===== src/rtl/harness_ctrl.sv =====
// harness_ctrl: test-harness sequencer. Drives staggered resets into the Core's
// sub-blocks, counts run cycles, watches tohost for the pass/fail handshake,
// enforces a run-cycle watchdog and gates waveform dumping to the run phase.
module harness_ctrl #(
  parameter int NUM_RST     = 2,
  parameter int RST_HOLD    = 5,
  parameter int RST_STAGGER = 2,
  parameter int TIMEOUT     = 100000,
  parameter int CNT_W       = 32,
  parameter int DATA_W      = 32
) (
  input  logic               clk,
  input  logic               reset,
  input  logic               tohost_valid,
  input  logic [DATA_W-1:0]  tohost_data,
  output logic [NUM_RST-1:0] rst_out,
  output logic               dump_en,
  output logic [CNT_W-1:0]   cycle_count,
  output logic               done,
  output logic               pass,
  output logic [DATA_W-2:0]  fail_code,
  output logic               timeout
);

  // Last counter value of each sequencing phase; the shared counter is sized
  // for whichever phase runs longer.
  localparam int HOLD_LAST = RST_HOLD - 1;
  localparam int REL_LAST  = (NUM_RST - 1) * RST_STAGGER;
  localparam int CTR_MAX   = (HOLD_LAST > REL_LAST) ? HOLD_LAST : REL_LAST;
  localparam int CTR_W     = (CTR_MAX < 2) ? 1 : $clog2(CTR_MAX + 1);

  // Watchdog compare value, in cycle-counter width; unused when TIMEOUT is 0.
  localparam bit               WDOG_EN      = (TIMEOUT != 0);
  localparam logic [CNT_W-1:0] TIMEOUT_LAST = WDOG_EN ? CNT_W'(TIMEOUT - 1) : '0;

  if (NUM_RST < 1 || RST_HOLD < 1 || RST_STAGGER < 0 || DATA_W < 2 || TIMEOUT < 0)
  begin : g_bad_cfg
    $error("harness_ctrl: illegal parameter combination");
  end

  if (CNT_W < 63 && (longint'(TIMEOUT) > ((longint'(1) << CNT_W) - 1)))
  begin : g_bad_timeout
    $error("harness_ctrl: TIMEOUT does not fit in CNT_W bits");
  end

  typedef enum logic [1:0] {
    ST_HOLD,
    ST_RELEASE,
    ST_RUN,
    ST_DONE
  } state_t;

  state_t             state_q, state_d;
  logic [CTR_W-1:0]   ctr_q, ctr_d;
  logic [NUM_RST-1:0] rst_out_q, rst_out_d;
  logic               dump_en_q, dump_en_d;
  logic [CNT_W-1:0]   cycle_count_q, cycle_count_d;
  logic               done_q, done_d;
  logic               pass_q, pass_d;
  logic [DATA_W-2:0]  fail_code_q, fail_code_d;
  logic               timeout_q, timeout_d;
  logic               finish_req;

  // Cycle counter increment that sticks at all ones instead of wrapping.
  function automatic logic [CNT_W-1:0] sat_inc(input logic [CNT_W-1:0] v);
    return (&v) ? v : v + CNT_W'(1);
  endfunction

  assign finish_req = tohost_valid & tohost_data[0];

  // Next-state and next-output logic for the harness sequencer.
  always_comb begin
    state_d       = state_q;
    ctr_d         = ctr_q;
    rst_out_d     = rst_out_q;
    dump_en_d     = dump_en_q;
    cycle_count_d = cycle_count_q;
    done_d        = done_q;
    pass_d        = pass_q;
    fail_code_d   = fail_code_q;
    timeout_d     = timeout_q;

    unique case (state_q)
      ST_HOLD: begin
        ctr_d = ctr_q + CTR_W'(1);
        if (ctr_q == CTR_W'(HOLD_LAST)) begin
          state_d = ST_RELEASE;
          ctr_d   = '0;
        end
      end

      ST_RELEASE: begin
        ctr_d = ctr_q + CTR_W'(1);
        for (int i = 0; i < NUM_RST; i++) begin
          if (ctr_q == CTR_W'(i * RST_STAGGER)) rst_out_d[i] = 1'b0;
        end
        if (ctr_q == CTR_W'(REL_LAST)) begin
          state_d   = ST_RUN;
          ctr_d     = '0;
          dump_en_d = 1'b1;
        end
      end

      ST_RUN: begin
        cycle_count_d = sat_inc(cycle_count_q);
        // A finishing tohost write takes priority over the watchdog.
        if (finish_req) begin
          state_d     = ST_DONE;
          done_d      = 1'b1;
          dump_en_d   = 1'b0;
          fail_code_d = tohost_data[DATA_W-1:1];
          pass_d      = (tohost_data[DATA_W-1:1] == '0);
          timeout_d   = 1'b0;
        end else if (WDOG_EN && cycle_count_q == TIMEOUT_LAST) begin
          state_d     = ST_DONE;
          done_d      = 1'b1;
          dump_en_d   = 1'b0;
          fail_code_d = '0;
          pass_d      = 1'b0;
          timeout_d   = 1'b1;
        end
      end

      ST_DONE: begin
        dump_en_d = 1'b0;
      end

      default: begin
        state_d = ST_HOLD;
      end
    endcase
  end

  // State and output registers; reset restarts the whole sequence.
  always_ff @(posedge clk or posedge reset) begin
    if (reset) begin
      state_q       <= ST_HOLD;
      ctr_q         <= '0;
      rst_out_q     <= '1;
      dump_en_q     <= 1'b0;
      cycle_count_q <= '0;
      done_q        <= 1'b0;
      pass_q        <= 1'b0;
      fail_code_q   <= '0;
      timeout_q     <= 1'b0;
    end else begin
      state_q       <= state_d;
      ctr_q         <= ctr_d;
      rst_out_q     <= rst_out_d;
      dump_en_q     <= dump_en_d;
      cycle_count_q <= cycle_count_d;
      done_q        <= done_d;
      pass_q        <= pass_d;
      fail_code_q   <= fail_code_d;
      timeout_q     <= timeout_d;
    end
  end

  assign rst_out     = rst_out_q;
  assign dump_en     = dump_en_q;
  assign cycle_count = cycle_count_q;
  assign done        = done_q;
  assign pass        = pass_q;
  assign fail_code   = fail_code_q;
  assign timeout     = timeout_q;

endmodule


===== config.mk =====
export PLATFORM = sky130hd
export DESIGN_NAME = harness_ctrl
export DESIGN_NICKNAME = d
export VERILOG_FILES = /design/src/rtl/harness_ctrl.sv
export SDC_FILE = /design/constraint.sdc
export NUM_CORES = 1
export LEC_CHECK = 0
export BUFFER_PORTS_ARGS = -buffer_cell sky130_fd_sc_hd__buf_2
export CAP_MARGIN = 15
export CORE_MARGIN = 1
export CORE_UTILIZATION = 40
export DETAILED_ROUTE_END_ITERATION = 16
export GPL_TIMING_DRIVEN = 1
export PLACE_DENSITY = 0.71
export SETUP_SLACK_MARGIN = 0.5
export SLEW_MARGIN = 15
export SYNTH_ARGS = -nofsm -noshare
export SYNTH_HDL_FRONTEND = slang
export SYNTH_SLANG_ARGS = --single-unit

===== constraint.sdc =====
create_clock -name clk -period 3.1 [get_ports clk]
set_input_delay 0.465 -clock clk [delete_from_list [all_inputs] [get_ports clk]]
set_output_delay 0.465 -clock clk [all_outputs]
set_load 0.03 [all_outputs]

; ---- Word level (Yosys, flattened, before mapping)
; Index checks and enable logic that the tools add are counted.
; W data, S select, Z words.
[classes]
addsub = 2
eq_ne = 9
mux = 18
bitwise_logic = 2
n_reduce_logical = 14
[op_table]
columns = op, count
row1 = $mux W31, 2
row2 = $add A32 B1 Y32 const B, 1
row3 = $eq A32 B17 Y1 const B, 1
row4 = $reduce_and A32 Y1, 1
row5 = $logic_not A31 Y1, 1
row6 = $mux W2, 4
row7 = $reduce_and A2 Y1, 4
row8 = $mux W1, 7
row9 = $mux W3, 2
row10 = $pmux W2 S3, 1
row11 = $pmux W3 S2, 1
row12 = $reduce_bool A3 Y1, 2
row13 = $eq A2 B2 Y1 const B, 2
row14 = $ne A2 B2 Y1 const B, 2
row15 = $reduce_and A4 Y1, 1
row16 = $reduce_bool A2 Y1, 2
row17 = $add A3 B1 Y3 const B, 1
row18 = $eq A3 B2 Y1 const B, 1
row19 = $eq A3 B3 Y1 const B, 1
row20 = $logic_not A3 Y1, 1
row21 = $ne A3 B3 Y1 const B, 1
row22 = $pmux W1 S3, 1
row23 = $reduce_and A3 Y1, 1
row24 = $eq A2 B1 Y1 const B, 1
row25 = other kinds (3), 3
[word_totals]
regBits = 74
inputBits = 35
out_inout_bits = 69
word_cells = 55

; ---- Longest topological paths before layout
; Gate-level depths: netlist of the first run.
[depth]
word_depth = 4
depth_mapped = 7
ltp_nobuf = 7

; ---- Least setup slack after synthesis of the first run
; OpenSTA, ideal clock, no wires.
[synth_timing]
path_type = register -> register
start = reg cycle_count_q[0], in the netlist cycle_count[0]
end = reg cycle_count_q[1], in the netlist cycle_count[1]
setup_time_ns = 0.125
arrival_time_ns = 2.202
required_ns = 2.975
setup_slack_ns = 0.773
path_stages_with_launch = 6
cell_sequence = dfrtp_1 ha_1 nand4_4 or4_4 o31ai_4 mux2_4
[synth_between]
elab_chain_len = 3
word_cells_on_any_way = 4
cone_classes = add/sub (1) / bitwise (1) / reduce/logical (2)
[synth_lines]
columns = item, line
row1 = from (decl), 57  ; logic [CNT_W-1:0] cycle_count_q, cycle_count_d;
row2 = from (signal assigned), 151  ; cycle_count_q <= cycle_count_d;
row3 = branches (longest 3 deep; another with $add A32 B1 Y32), -
; Several ways; the timed one is not identified.
; A chain may end at the register's enable or synchronous reset.

; ---- Worst setup path in the final report of the first run
; Same ends and word-level chain as after synthesis.

==> flow_results.org, run 1 <==
** Status
- Result of the run :: finished clean

** Global routing
- Global-route wire length before repair :: 12.3 mm
- Summed over all layers, the global routing overflow is 0.
- Global routing used 18.2% of the available tracks.
- Number of global-route vias before repair :: 2513
- The initial antenna violation count was 0.
- Entering global routing, the biggest net connects 75 pins.

** STA
- Fmax :: 0.440 GHz
- Shortest clock period the worst path allows after layout :: 2.27 ns
- Total of endpoints with negative setup slack in the final report :: 0
- RSZ-0062 raised after global routing :: false
- Summed over all failing endpoints, the final setup total negative slack is 0 ns.
- Post-route fraction of the period consumed by the critical path :: 73.3%
- The worst pin sits at a relative slew slack of 39.9%.
- Between clock sinks in the finished design, the worst skew comes to 0.0111 ns.
- After layout, the worst setup slack is 0.827 ns.
- Max Slew Vio Count :: 0
- The final hold violation count was 0.
- Least-Margin Pin Slew :: 0.901 ns

** Pwr
- Net switching is 39.3% of the power.
- Total power :: 0.00385 W
- The internal power of the cells totals 0.00234 W.
- VDD sags by at most 0.560 mV.
- Cell area power density :: 901 nW/um2
- Summed over all cells, the static leakage comes to 2.21 nW.
- Share of total power in combinational logic :: 39.4%
- The analysis attributes to net switching a power of 0.00151 W.
- Clock power frac :: 22.6%
- Sequential share of power :: 38.0%

** Place
- Worst Setup Slack post-DPL :: 0.840 ns
- Port buffering added 103 buffers.
- Once detailed placement completed, the half-perimeter wirelength came to 5.58 mm.
- Placer Congestion :: 0.836
- Placed cells :: 495

** Layout
- The filler cells instantiated in the layout total 741.
- The post-route netlist has 33.3% of its cells at a drive strength greater than 1.
- Area growth syn-to-layout :: 26.0%
- Sequential cell area in the final layout :: 1850 um2
- Number of diodes added for antenna fixing :: 0
- The count of cells in the finished layout, fillers not included, comes to 510.
- Fin nets :: 446
- Final core utilization :: 52.0%
- Summing all multi-input logic gate instances after layout gives 1470 um2.

** Synthesis
- The netlist uses 46 different library cells.
- Count of flip-flops with a built-in enable after synthesis :: 0
- The most common cell in the synthesized netlist is dfrtp_1.
- Yosys printed 0 warnings.
- Biggest area consumer among synthesized cells :: dfrtp_1
- Most area-consuming cells after synthesis :: dfrtp_1 53%, a22o_1 8.0%, xor2_1 4.6%, ha_1 3.7%, xnor2_1 3.4%
- The commonest cells after synthesis are 72 x dfrtp_1, 31 x a22o_1, 18 x xor2_1.
- Share of synthesized area occupied by flip-flops and latches :: 54.6%
- Averaged over all synthesized cells, the footprint is 11.7 um2.
- Number of nets produced by synthesis :: 336
- For this run, the leading register cell type out of synthesis is dfrtp_1.
- Synthesized flop and latch total :: 74
- Cells after Synth :: 291
- Fraction of synthesized cell area taken by the top area cell type :: 53.1%
- Netlist area before placement :: 3390 um2
- Of all flip-flops after synthesis, the portion carrying an async set or reset was 100%.

** Setup path
- Crit Path Max Fanout :: 9
- Measured in cells, the most critical reg-to-reg path has a length of 5.
- Setup crit end kind :: flop
- Worst EP required :: 3.32 ns
- Crit-path cells :: ha_1, nand4_4, or4_4, o31ai_4, mux2_4
- Crit path DAT :: 2.49 ns
- Crit path from :: cycle_count[0]
- FF-to-FF setup slack :: 0.83 ns
- Reg-to-reg startpoint :: cycle_count[0]
- The worst setup path is of the flop to flop kind.
- Worst reg2reg path endpoint :: cycle_count[1]
- Type of origin of the critical path :: flop
- The critical path ends at cycle_count[1].
- Slowest stage cell on the critical path :: or4_4
- For this run, the slowest stage of the critical path takes 0.57 ns.

** Floorplanning
- Core Box Area :: 8220 um2
- Die width :: 94.1 um
- Die boundary height :: 94.1 um
- Starting density of the core :: 41.3%
- The initialized floorplan defines 33 standard-cell rows.
- Die Area :: 8860 um2
- IO Pins :: 104

** Clocking
- Hold-fix buffers, CTS :: 0
- In this run the post-CTS setup repair buffer count came out at 0.
- Root Driver :: clkbuf_8
- Clock sinks :: 74
- Number of buffers on the longest clock path :: 2
- Resized Gates After CTS :: 0
- Number of buffers added by the clock tree synthesis step :: 9
- Clock transition time at the flip-flop clock pins of the worst setup and hold paths :: 0.07 ns
- Clock tree from TritonCTS :: yes
- Clock latency at the later pin of the worst-skew pair :: 0.34 ns
- H-tree Lvls :: 3

** Drt
- After detailed routing, the average wire length per cell comes to 15.3 um.
- Routed WL :: 7.81 mm
- The first routing iteration left 83 violations.
- Average vias per placed instance :: 5.48
- Total via count after detailed routing :: 2796
- The detail route stage leaves a number of antenna-violating nets equal to 0.
- # DRC :: 0
- Before antenna repair, the detailed router went through 4 iterations.

** Flow run
- Max-cap violations in this run came to 0.

** Hold path
- The min-delay analysis places its worst path in the category input port to flop.
[placed cells by master, fill, tap and decap left out, drive strengths merged, types with 11 or more instances in the layout]
cell | synthesis | layout
nor4 | 13 | 13
nand2 | 17 | 17
buf | 0 | 107
nor2 | 12 | 12
a22o | 31 | 31
xnor2 | 13 | 13
xor2 | 18 | 18
dfrtp | 72 | 72
nand3 | 12 | 12
inv | 11 | 11
[layer usage]
metal,vias to the layer above,wire [um],global-route usage (%)
met5,-,0,0
met4,0,35,6.92
met2,111,3600,27.8
li1,1299,-,-
met3,4,608,5.18
met1,1382,3570,24.5
[stage by stage]
step	instance area [um2]	hold slack [ns]
after floorplan	3390	0.512
after global placement	4050	0.446
after detailed placement	4050	0.454
after CTS	4280	0.341
after global routing	4280	0.346
final	4280	0.366
[flip-flops by register name, indices dropped and copies added, names as in the netlist]
register,count
timeout,1
done,1
dump_en,1
fail_code,31
ctr_q,3
pass,1
cycle_count,32
rst_out,2
state_q,2
[power by group through the flow]
stage / sequential (W) / combinational [W] / clock, W
floorplan: 0.00197 / 0.000586 / 0
global route: 0.00150 / 0.00164 / 0.000949
finish: 0.00146 / 0.00152 / 0.000872
global placement: 0.00147 / 0.00150 / 0
detailed placement: 0.00148 / 0.00152 / 0
CTS: 0.00146 / 0.00153 / 0.000902
[area by class of cell]
| cell class | count | share of cell area (%) |
|---|---|---|
| sequential | 74 | 43.4 |
| multi-input combinational | 198 | 34.4 |
| timing repair buffer | 107 | 12.8 |
| tap | 105 | 3.07 |
| clock buffer | 10 | 2.98 |
| clock inverter | 5 | 2.43 |
| inverter | 11 | 0.965 |
[worst min-delay path by stage]
stage,from,to,slack (ns),cells after the start
global route,tohost_data[6],fail_code[5],0.35,2
global placement,done,done,0.45,1
detailed placement,done,done,0.45,1
floorplan,ctr_q[2],ctr_q[2],0.51,1
CTS,tohost_data[21],fail_code[20],0.34,2
finish,tohost_data[21],fail_code[20],0.37,2
[worst max-delay path: cells and delay by family (launching register included)]
kind | cells | cell delay, ns
adders and majority gates | 1 | 0.28
AOI/OAI and AO/OA | 1 | 0.41
muxes | 1 | 0.34
and+or+nand+nor | 2 | 0.69
DFF | 1 | 0.44
[logic make-up (layout without fill, tap and decap cells)]
logic type	Yosys count	in the layout	share of synthesized area [%]
and+or+nand+nor	100	100	17.0
DFF	74	74	54.6
AOI/OAI and AO/OA	53	53	13.2
xor gates and xnor gates	31	31	8.00
buffers and inverters	19	133	2.10
adders and majority gates	10	10	3.69
muxes	4	4	1.36
No activity file was read; power rests on OpenSTA's default activity.
==> run 2: changes to the inputs <==
==> constraint.sdc (replaced) <==
create_clock -name clk -period 2.4 [get_ports clk]
set_input_delay 0.36 -clock clk [delete_from_list [all_inputs] [get_ports clk]]
set_output_delay 0.36 -clock clk [all_outputs]
set_load 0.03 [all_outputs]
==> run 2 against run 1 <==
  * First-iteration DRC count rose by 72%
  * Die area did not move
  * Critical endpoint is now cycle_count[9]
  * Sequential share of layout area fell by 3.7 points
  * Largest cell class unchanged
  * Wire length up 12%
  * Worst hold slack got worse by 0.26 ns
==> flow_results.org, run 2 (synthesis results as in run 1) <==
** Global routing
- The number of global-route vias before repair was 2620 (+4.3%).
- The fraction of met2 tracks used by global routing is 30.4% (+2.6 points).
- GRT Util Overall :: 19.3% (+1.1 points)
- Met1 Use GR :: 25.7% (+1.3 points)
- The first-pass GRT wire length is 13.0 mm (+6.2%).
- The initial antenna violation count is 0 (unchanged).
- Global-route met3 utilization :: 4.77% (-0.40 points)
- The maximum number of pins on one net before global-route repair came to 75 (unchanged).
- The final global-route overflow total was 0 (unchanged).
- Grt peak-use layer :: met2

** Clocking
- Number of buffers on the longest clock path :: 2 (unchanged)
- Number of buffers added by the clock tree synthesis step :: 9 (unchanged)
- Hold-fix buffers, CTS :: 0 (unchanged)
- Clock transition time at the flip-flop clock pins of the worst setup and hold paths :: 0.08 ns (about the same)
- Clock latency at the later pin of the worst-skew pair :: 0.35 ns (about the same)
- The tree is rooted in a clkbuf_8.
- H-tree Lvls :: 3 (unchanged)
- The number of sinks handled by clock tree synthesis came to 74 (unchanged).
- TritonCTS built the clock tree.

** Layout
- Leading cell types in the layout, fill and taps excluded :: 103 x buf_2, 47 x dfrtp_1, 31 x a22o_1
- The end-of-flow core utilization was 57.8% (+5.8 points).
- Layout cell share with drive strength beyond 1 :: 48.0% (+15 points)
- Number of diodes added for antenna fixing :: 0 (unchanged)
- The number of flip-flops under the largest register name is 32 (unchanged).
- Area growth syn-to-layout :: 40.0%
- Most common cell after layout, fill and taps aside :: buf_2
- Fin nets :: 475 (+6.5%)

** Floorplanning
- Die width :: 94.1 um (unchanged)
- The number of core rows is 33 (unchanged).
- The area enclosed by the die boundary was 8860 um2 (unchanged).
- IO Pins :: 104 (unchanged)
- The initial cell density of the core is 41.3% (unchanged).
- Die boundary height :: 94.1 um (unchanged)
- The core outline area was 8220 um2 (unchanged).

** Setup path
- Worst EP required :: 2.66 ns (-0.66 ns)
- Type of the worst setup path :: flop to flop
- The worst endpoint data arrival time is 2.19 ns (-0.30 ns).
- The worst setup path is captured at a flop.
- Traced cell by cell, the critical path runs through ha_4, nand4_4, or3_4, o41ai_4, buf_4, xnor2_2.
- The biggest cell delay along the critical path was 0.45 ns (-0.12 ns).
- Type of origin of the critical path :: flop
- The largest individual stage delay along the critical path comes from the cell or3_4.
- Crit Path Max Fanout :: 5 (-4)

** STA
- Max Slew Vio Count :: 0 (unchanged)
- Shortest clock period the worst path allows after layout :: 1.93 ns (-0.343 ns)
- Setup repair after global routing could not meet its margin everywhere.
- Clock tree skew after final layout :: 0.0129 ns (+0.00176 ns)
- The fmax was 0.518 GHz (+18%).
- The transition time at the pin with the least slew margin is 0.402 ns (-0.499 ns).
- The post-route clock period utilization came to 80.4% (+7.1 points).
- Total of endpoints with negative setup slack in the final report :: 0 (unchanged)
- The worst setup slack after layout came to 0.470 ns (-0.357 ns).
- The final hold violation count is 0 (unchanged).
- Setup TNS :: 0 ns (unchanged)
- The worst relative slew slack is 73.2% (+33 points).

** Pwr
- Leakage power figure :: 2.40 nW (+8.5%)
- Proportion of total power due to net switching :: 40.1% (+0.75 points)
- The relative contribution of the clock network to total power was 20.4% (-2.2 points).
- Cell area power density :: 1070 nW/um2 (+19%)
- The sequential fraction of design power came to 37.3% (-0.7 points).
- Int Power :: 0.00305 W (+31%)
- The reported net switching power was 0.00204 W (+35%).
- The maximum vdd ir drop came to 0.630 mV (+13%).
- Share of total power in combinational logic :: 42.3% (+2.9 points)

** Drt
- The wire length reported by the detailed router is 8.77 mm (+12%).
- Antenna Violating Nets Remaining :: 0 (unchanged)
- The detail-routed net length per standard cell was 16.2 um (+6.0%).
- The number of DRC markers after the initial detailed-route iteration is 143 (+72%).
- The via count normalized by instance count was 5.51 (+0.46%).
- # DRC :: 0 (unchanged)
- The first-pass iteration count of the detailed router was 4 (unchanged).
- The via total after detailed routing came to 2974 (+6.4%).

** Flow run
- Number of max-capacitance violations reported :: 0 (unchanged)

** Place
- Worst Setup Slack post-DPL :: 0.266 ns (-0.574 ns)
- Detailed placement HPWL :: 5.65 mm (+1.3%)
- The placer's final routability congestion estimate was 0.832 (-0.49%).
- The count of port buffers added during placement was 103 (unchanged).

** Hold path
- The min-delay analysis places its worst path in the category input port to async pin.

** Status
- The flow ran to the end, and the final reports show no timing, DRC or antenna violations.
-- run 2: cell types whose count changed in the layout (fill, tap and decap cells not counted), sizes merged --
cell and delta:
clkbuf +2, buf +28, clkinvlp +1, inv -1, clkinv +1, bufinv -1
-- run 2: stage by stage --
step	hold slack [ns]	instances	instance area [um2]	power [W]
floorplan	0.500	291	3450	0.00333
global placement	0.447	495	4110	0.00386
detailed placement	0.463	495	4110	0.00391
CTS	0.126	524	4510	0.00506
global route	0.134	540	4750	0.00540
finish	0.106	540	4750	0.00510
-- run 2: critical path, delay by kind of cell (launching register included) --
kind,cells,cell delay (ns)
AND/OR/NAND/NOR,2,0.55
AO/OA/AOI/OAI,1,0.45
flip-flops,1,0.39
buffers and inverters,1,0.19
adder cells (fa/ha/maj),1,0.15
XOR/XNOR,1,0.11
-- run 2: routing by layer --
layer	up-vias	routed length, um
met5	-	0
met4	0	112
met3	11	617
met2	130	4160
met1	1471	3880
li1	1362	-
-- run 2: timing repair --
item	in CTS	in global routing
setup buffers	13	14
resized for setup	13	20
gates cloned	0	2
endpoints found under the setup margin	64	58
pin swaps	5	10
-- run 2: final timing paths --
kind,startpoint,endpoint,slack (ns),cells after the start
worst max register to register,cycle_count[1],cycle_count[9],0.47,6
worst min-delay path,reset,fail_code[9],0.11,3
max in group asynchronous,reset,cycle_count[27],1.94,3
worst min register to register,done,done,0.48,1
min in group clk,tohost_data[15],fail_code[14],0.25,2
worst max-delay path,cycle_count[1],cycle_count[9],0.47,6
-- run 2: layout make-up --
type | instances | area [um2]
fillers | 679 | 3460
flip-flops and latches | 74 | 1890
multi-input cells | 198 | 1660
repair buffers | 136 | 822
clock buffers | 11 | 131
well taps | 105 | 131
clock inverters | 5 | 78.8
inverters | 11 | 45.0
-- run 2: power groups by stage --
| stage | Combinational (W) | Clock, W | Sequential (W) |
|---|---|---|---|
| after floorplan | 0.000768 | 0 | 0.00256 |
| after global placement | 0.00196 | 0 | 0.00190 |
| after CTS | 0.00211 | 0.00106 | 0.00189 |
| after detailed placement | 0.00198 | 0 | 0.00193 |
| final | 0.00216 | 0.00104 | 0.00190 |
| after global routing | 0.00233 | 0.00113 | 0.00194 |
==> run 3: changes to the inputs <==
--- a/config.mk
+++ b/config.mk
@@ -11,7 +11,7 @@
 export CORE_UTILIZATION = 40
 export DETAILED_ROUTE_END_ITERATION = 16
 export GPL_TIMING_DRIVEN = 1
-export PLACE_DENSITY = 0.71
+export PLACE_DENSITY = 0.73
 export SETUP_SLACK_MARGIN = 0.5
 export SLEW_MARGIN = 15
 export SYNTH_ARGS = -nofsm -noshare
==> constraint.sdc (replaced) <==
create_clock -name clk -period 1.6 [get_ports clk]
set_input_delay 0.24 -clock clk [delete_from_list [all_inputs] [get_ports clk]]
set_output_delay 0.24 -clock clk [all_outputs]
set_load 0.03 [all_outputs]
==> run 3 against run 2 <==
  * The flow now finishes with violations (negative hold slack, negative setup slack)
  * Clock skew is 0.0027 ns higher
  * Flip-flop and latch count stayed put
  * Final cell count is 19% higher
  * Global-route usage is 5.9 points higher
  * Critical endpoint is now fail_code[26]
  * Largest cell class is now non-clock buffers
  * Highest routed layer unchanged
==> flow_results.org, run 3 (synthesis results as in run 1) <==
** Drt
- The wire length reported by the detailed router came to 12.3 mm (+40%).
- The detail-routed net length per standard cell was 19.1 um (+18%).
- Average vias per placed instance :: 5.40 (-2.0%)
- Total via count after detailed routing :: 3472 (+17%)
- The count of unresolved DRC violations after routing came to 0 (unchanged).
- Antenna Violating Nets Remaining :: 0 (unchanged)
- First-pass detailed-route iteration total :: 4 (unchanged)
- DRC marker count from the first detailed-route iteration :: 96 (-33%)

** Global routing
- The initial antenna violation count was 0 (unchanged).
- The first-pass GRT wire length came to 16.7 mm (+28%).
- GRT Residual Overflow :: 0 (unchanged)
- The maximum number of pins on one net before global-route repair came to 75 (unchanged).
- GRT Util Overall :: 25.2% (+5.9 points)
- The number of global-route vias before repair was 3299 (+26%).

** Floorplanning
- Die width :: 94.1 um (unchanged)
- The core outline area was 8220 um2 (unchanged).
- The area enclosed by the die boundary came to 8860 um2 (unchanged).
- IO Pins :: 104 (unchanged)
- Number of rows created at floorplan :: 33 (unchanged)
- The vertical die dimension was 94.1 um (unchanged).
- The initial cell density of the core was 41.3% (unchanged).

** Pwr
- Net switching power of the design :: 0.00370 W (+82%)
- The net switching fraction of the power is 38.1% (-1.9 points).
- The total design power came to 0.00972 W (+91%).
- Leakage power figure :: 3.12 nW (+30%)
- Sequential share of power :: 30.1% (-7.2 points)
- The proportion of power drawn by combinational gates was 52.9% (+11 points).
- The power density relative to cell area was 1520 nW/um2 (+42%).
- Peak ir drop on the vdd network :: 1.08 mV (+72%)
- Clock power frac :: 17.0% (-3.4 points)
- Int Power :: 0.00601 W (+97%)

** STA
- Setup repair after global routing could not meet its margin everywhere.
- Least-Margin Pin Slew :: 0.455 ns (+0.0529 ns)
- Shortest clock period the worst path allows after layout :: 2.09 ns (+0.165 ns)
- Fmax :: 0.477 GHz (-7.9%)
- Max Slew Vio Count :: 0 (unchanged)
- The post-route clock period utilization was 131% (+50 points).
- Worst Setup Slack, final :: -0.495 ns (-0.965 ns)
- Worst slew margin relative to its limit :: 69.2% (-4.0 points)
- The worst slack on hold paths is -0.00398 ns (-0.110 ns).
- Final number of hold-violating endpoints :: 4 (+4)
- The worst clock skew came to 0.0156 ns (+0.00271 ns).
- The number of setup violations in the final report came to 68 (+68).

** Status
- The final reports fail on negative hold slack, negative setup slack.
- The flow ran to the end, but the final reports show violations.

** Place
- The instance area at placement came to 4700 um2 (+14%).
- The worst slack at placement was -0.368 ns (-0.634 ns).
- Detailed placement HPWL :: 6.45 mm (+14%)
- Buffers on Ports :: 103 (unchanged)
- The placer's final routability congestion estimate came to 0.856 (+2.9%).

** Clocking
- The insertion delay to the later sink of the worst-skew pair came to 0.35 ns (about the same).
- Root Driver :: clkbuf_8
- H-tree Lvls :: 3 (unchanged)
- Clock sinks :: 74 (unchanged)
- The hold-fix buffer count after cts came to 0 (unchanged).
- TritonCTS built the clock tree.
- Clock transition time at the flip-flop clock pins of the worst setup and hold paths :: 0.08 ns (about the same)
- The number of buffers between clock root and the deepest sink is 2 (unchanged).
- The CTS buffer count was 9 (unchanged).

** Layout
- The post-layout net count came to 578 (+22%).
- The design area is 6390 um2 (+34%).
- In the layout the commonest cells are 126 x buf_6, 75 x buf_4, 44 x dfrtp_1.
- Number of fill cells :: 482 (-29%)
- Layout cell share with drive strength beyond 1 :: 65.6% (+18 points)
- The end-of-flow core utilization came to 77.8% (+20 points).
- Leaving out fill and tap cells, the most frequent cell in the layout is buf_6.
- Area growth syn-to-layout :: 88.3%
- The total inserted antenna cells came to 0 (unchanged).
- Number of flip-flops in the largest register :: 32 (unchanged)

** Setup path
- Type of origin of the critical path :: flop
- STA classifies the critical path endpoint as a flop.
- The largest fanout on the critical path was 9 (+4).
- Worst EP required :: 1.83 ns (-0.83 ns)
- The setup path with the least slack is of type flop to flop.
- Crit path DAT :: 2.33 ns (+0.14 ns)

** Flow run
- The count of max-cap constraint violations is 0 (unchanged).

** Hold path
- The worst hold path belongs to the class input port to async pin.
[run 3: changes by cell type in the layout (fill, tap and decap cells not counted), moves of 4 or more]
cell and change:
nor2_1 -5, buf_4 +47, buf_6 +125, buf_2 -69, nand2_1 -6, nand3_2 +4
nor3_1 -5, nand2_2 +5
[run 3: power by group through the flow]
stage | Combinational (W) | Sequential, W | Clock (W)
after CTS | 0.00466 | 0.00288 | 0.00166
after global routing | 0.00547 | 0.00297 | 0.00176
after global placement | 0.00352 | 0.00277 | 0
after floorplan | 0.00124 | 0.00386 | 0
final | 0.00514 | 0.00292 | 0.00165
after detailed placement | 0.00359 | 0.00280 | 0
[run 3: layout make-up]
cell class,instances,area (um2),area share (%)
Inverter,11,50.0,0.783
Timing Repair Buffer,239,2240,35.1
Multi-Input combinational cell,198,1850,29.0
Clock buffer,9,124,1.94
Tap cell,105,131,2.06
Sequential cell,74,1890,29.6
Clock inverter,7,101,1.59
[run 3: what timing repair did]
action | in CTS | in global routing
gates resized for setup | 209 | 61
endpoints found under the setup margin | 143 | 143
gates cloned | 0 | 3
endpoints found under the hold margin | 0 | 0
pin swaps | 23 | 25
buffers inserted | 29 | 28
[run 3: final timing paths]
path	startpoint	end	slack (ns)	cells after the start
worst max-delay path	cycle_count[5]	fail_code[26]	-0.49	8
worst min-delay path	reset	fail_code[8]	-0.004	3
worst max register to register	cycle_count[5]	fail_code[26]	-0.49	8
worst min register to register	rst_out[0]	rst_out[0]	0.52	1
max in group asynchronous	reset	cycle_count[8]	1.26	3
min in group clk	tohost_data[16]	fail_code[15]	0.14	2
[run 3: critical path: stages, from the launching register on]
cell and delay (ns):
dfrtp_2 0.45, buf_4 0.15, nor4b_1 0.40, nand3_1 0.18, nor3_2 0.16, buf_4 0.16
o21ai_4 0.10, clkbuf_16 0.18, a22o_1 0.19
[run 3: metal layers]
layer	GRT usage (%)	vias up	wire length, um
li1	-	1566	-
met1	29.7	1752	4790
met2	44.8	130	6630
met3	5.34	24	597
met4	9.36	0	290
met5	0	-	0
[run 3: per-stage QoR]
stage	hold slack, ns	std cells	TNS [ns]
after floorplan	0.380	291	-17.36
after global placement	0.374	567	-14.43
after detailed placement	0.379	567	-18.95
after CTS	0.00602	612	-14.76
after global routing	0.0253	643	-27.46
final	-0.00398	643	-23.99
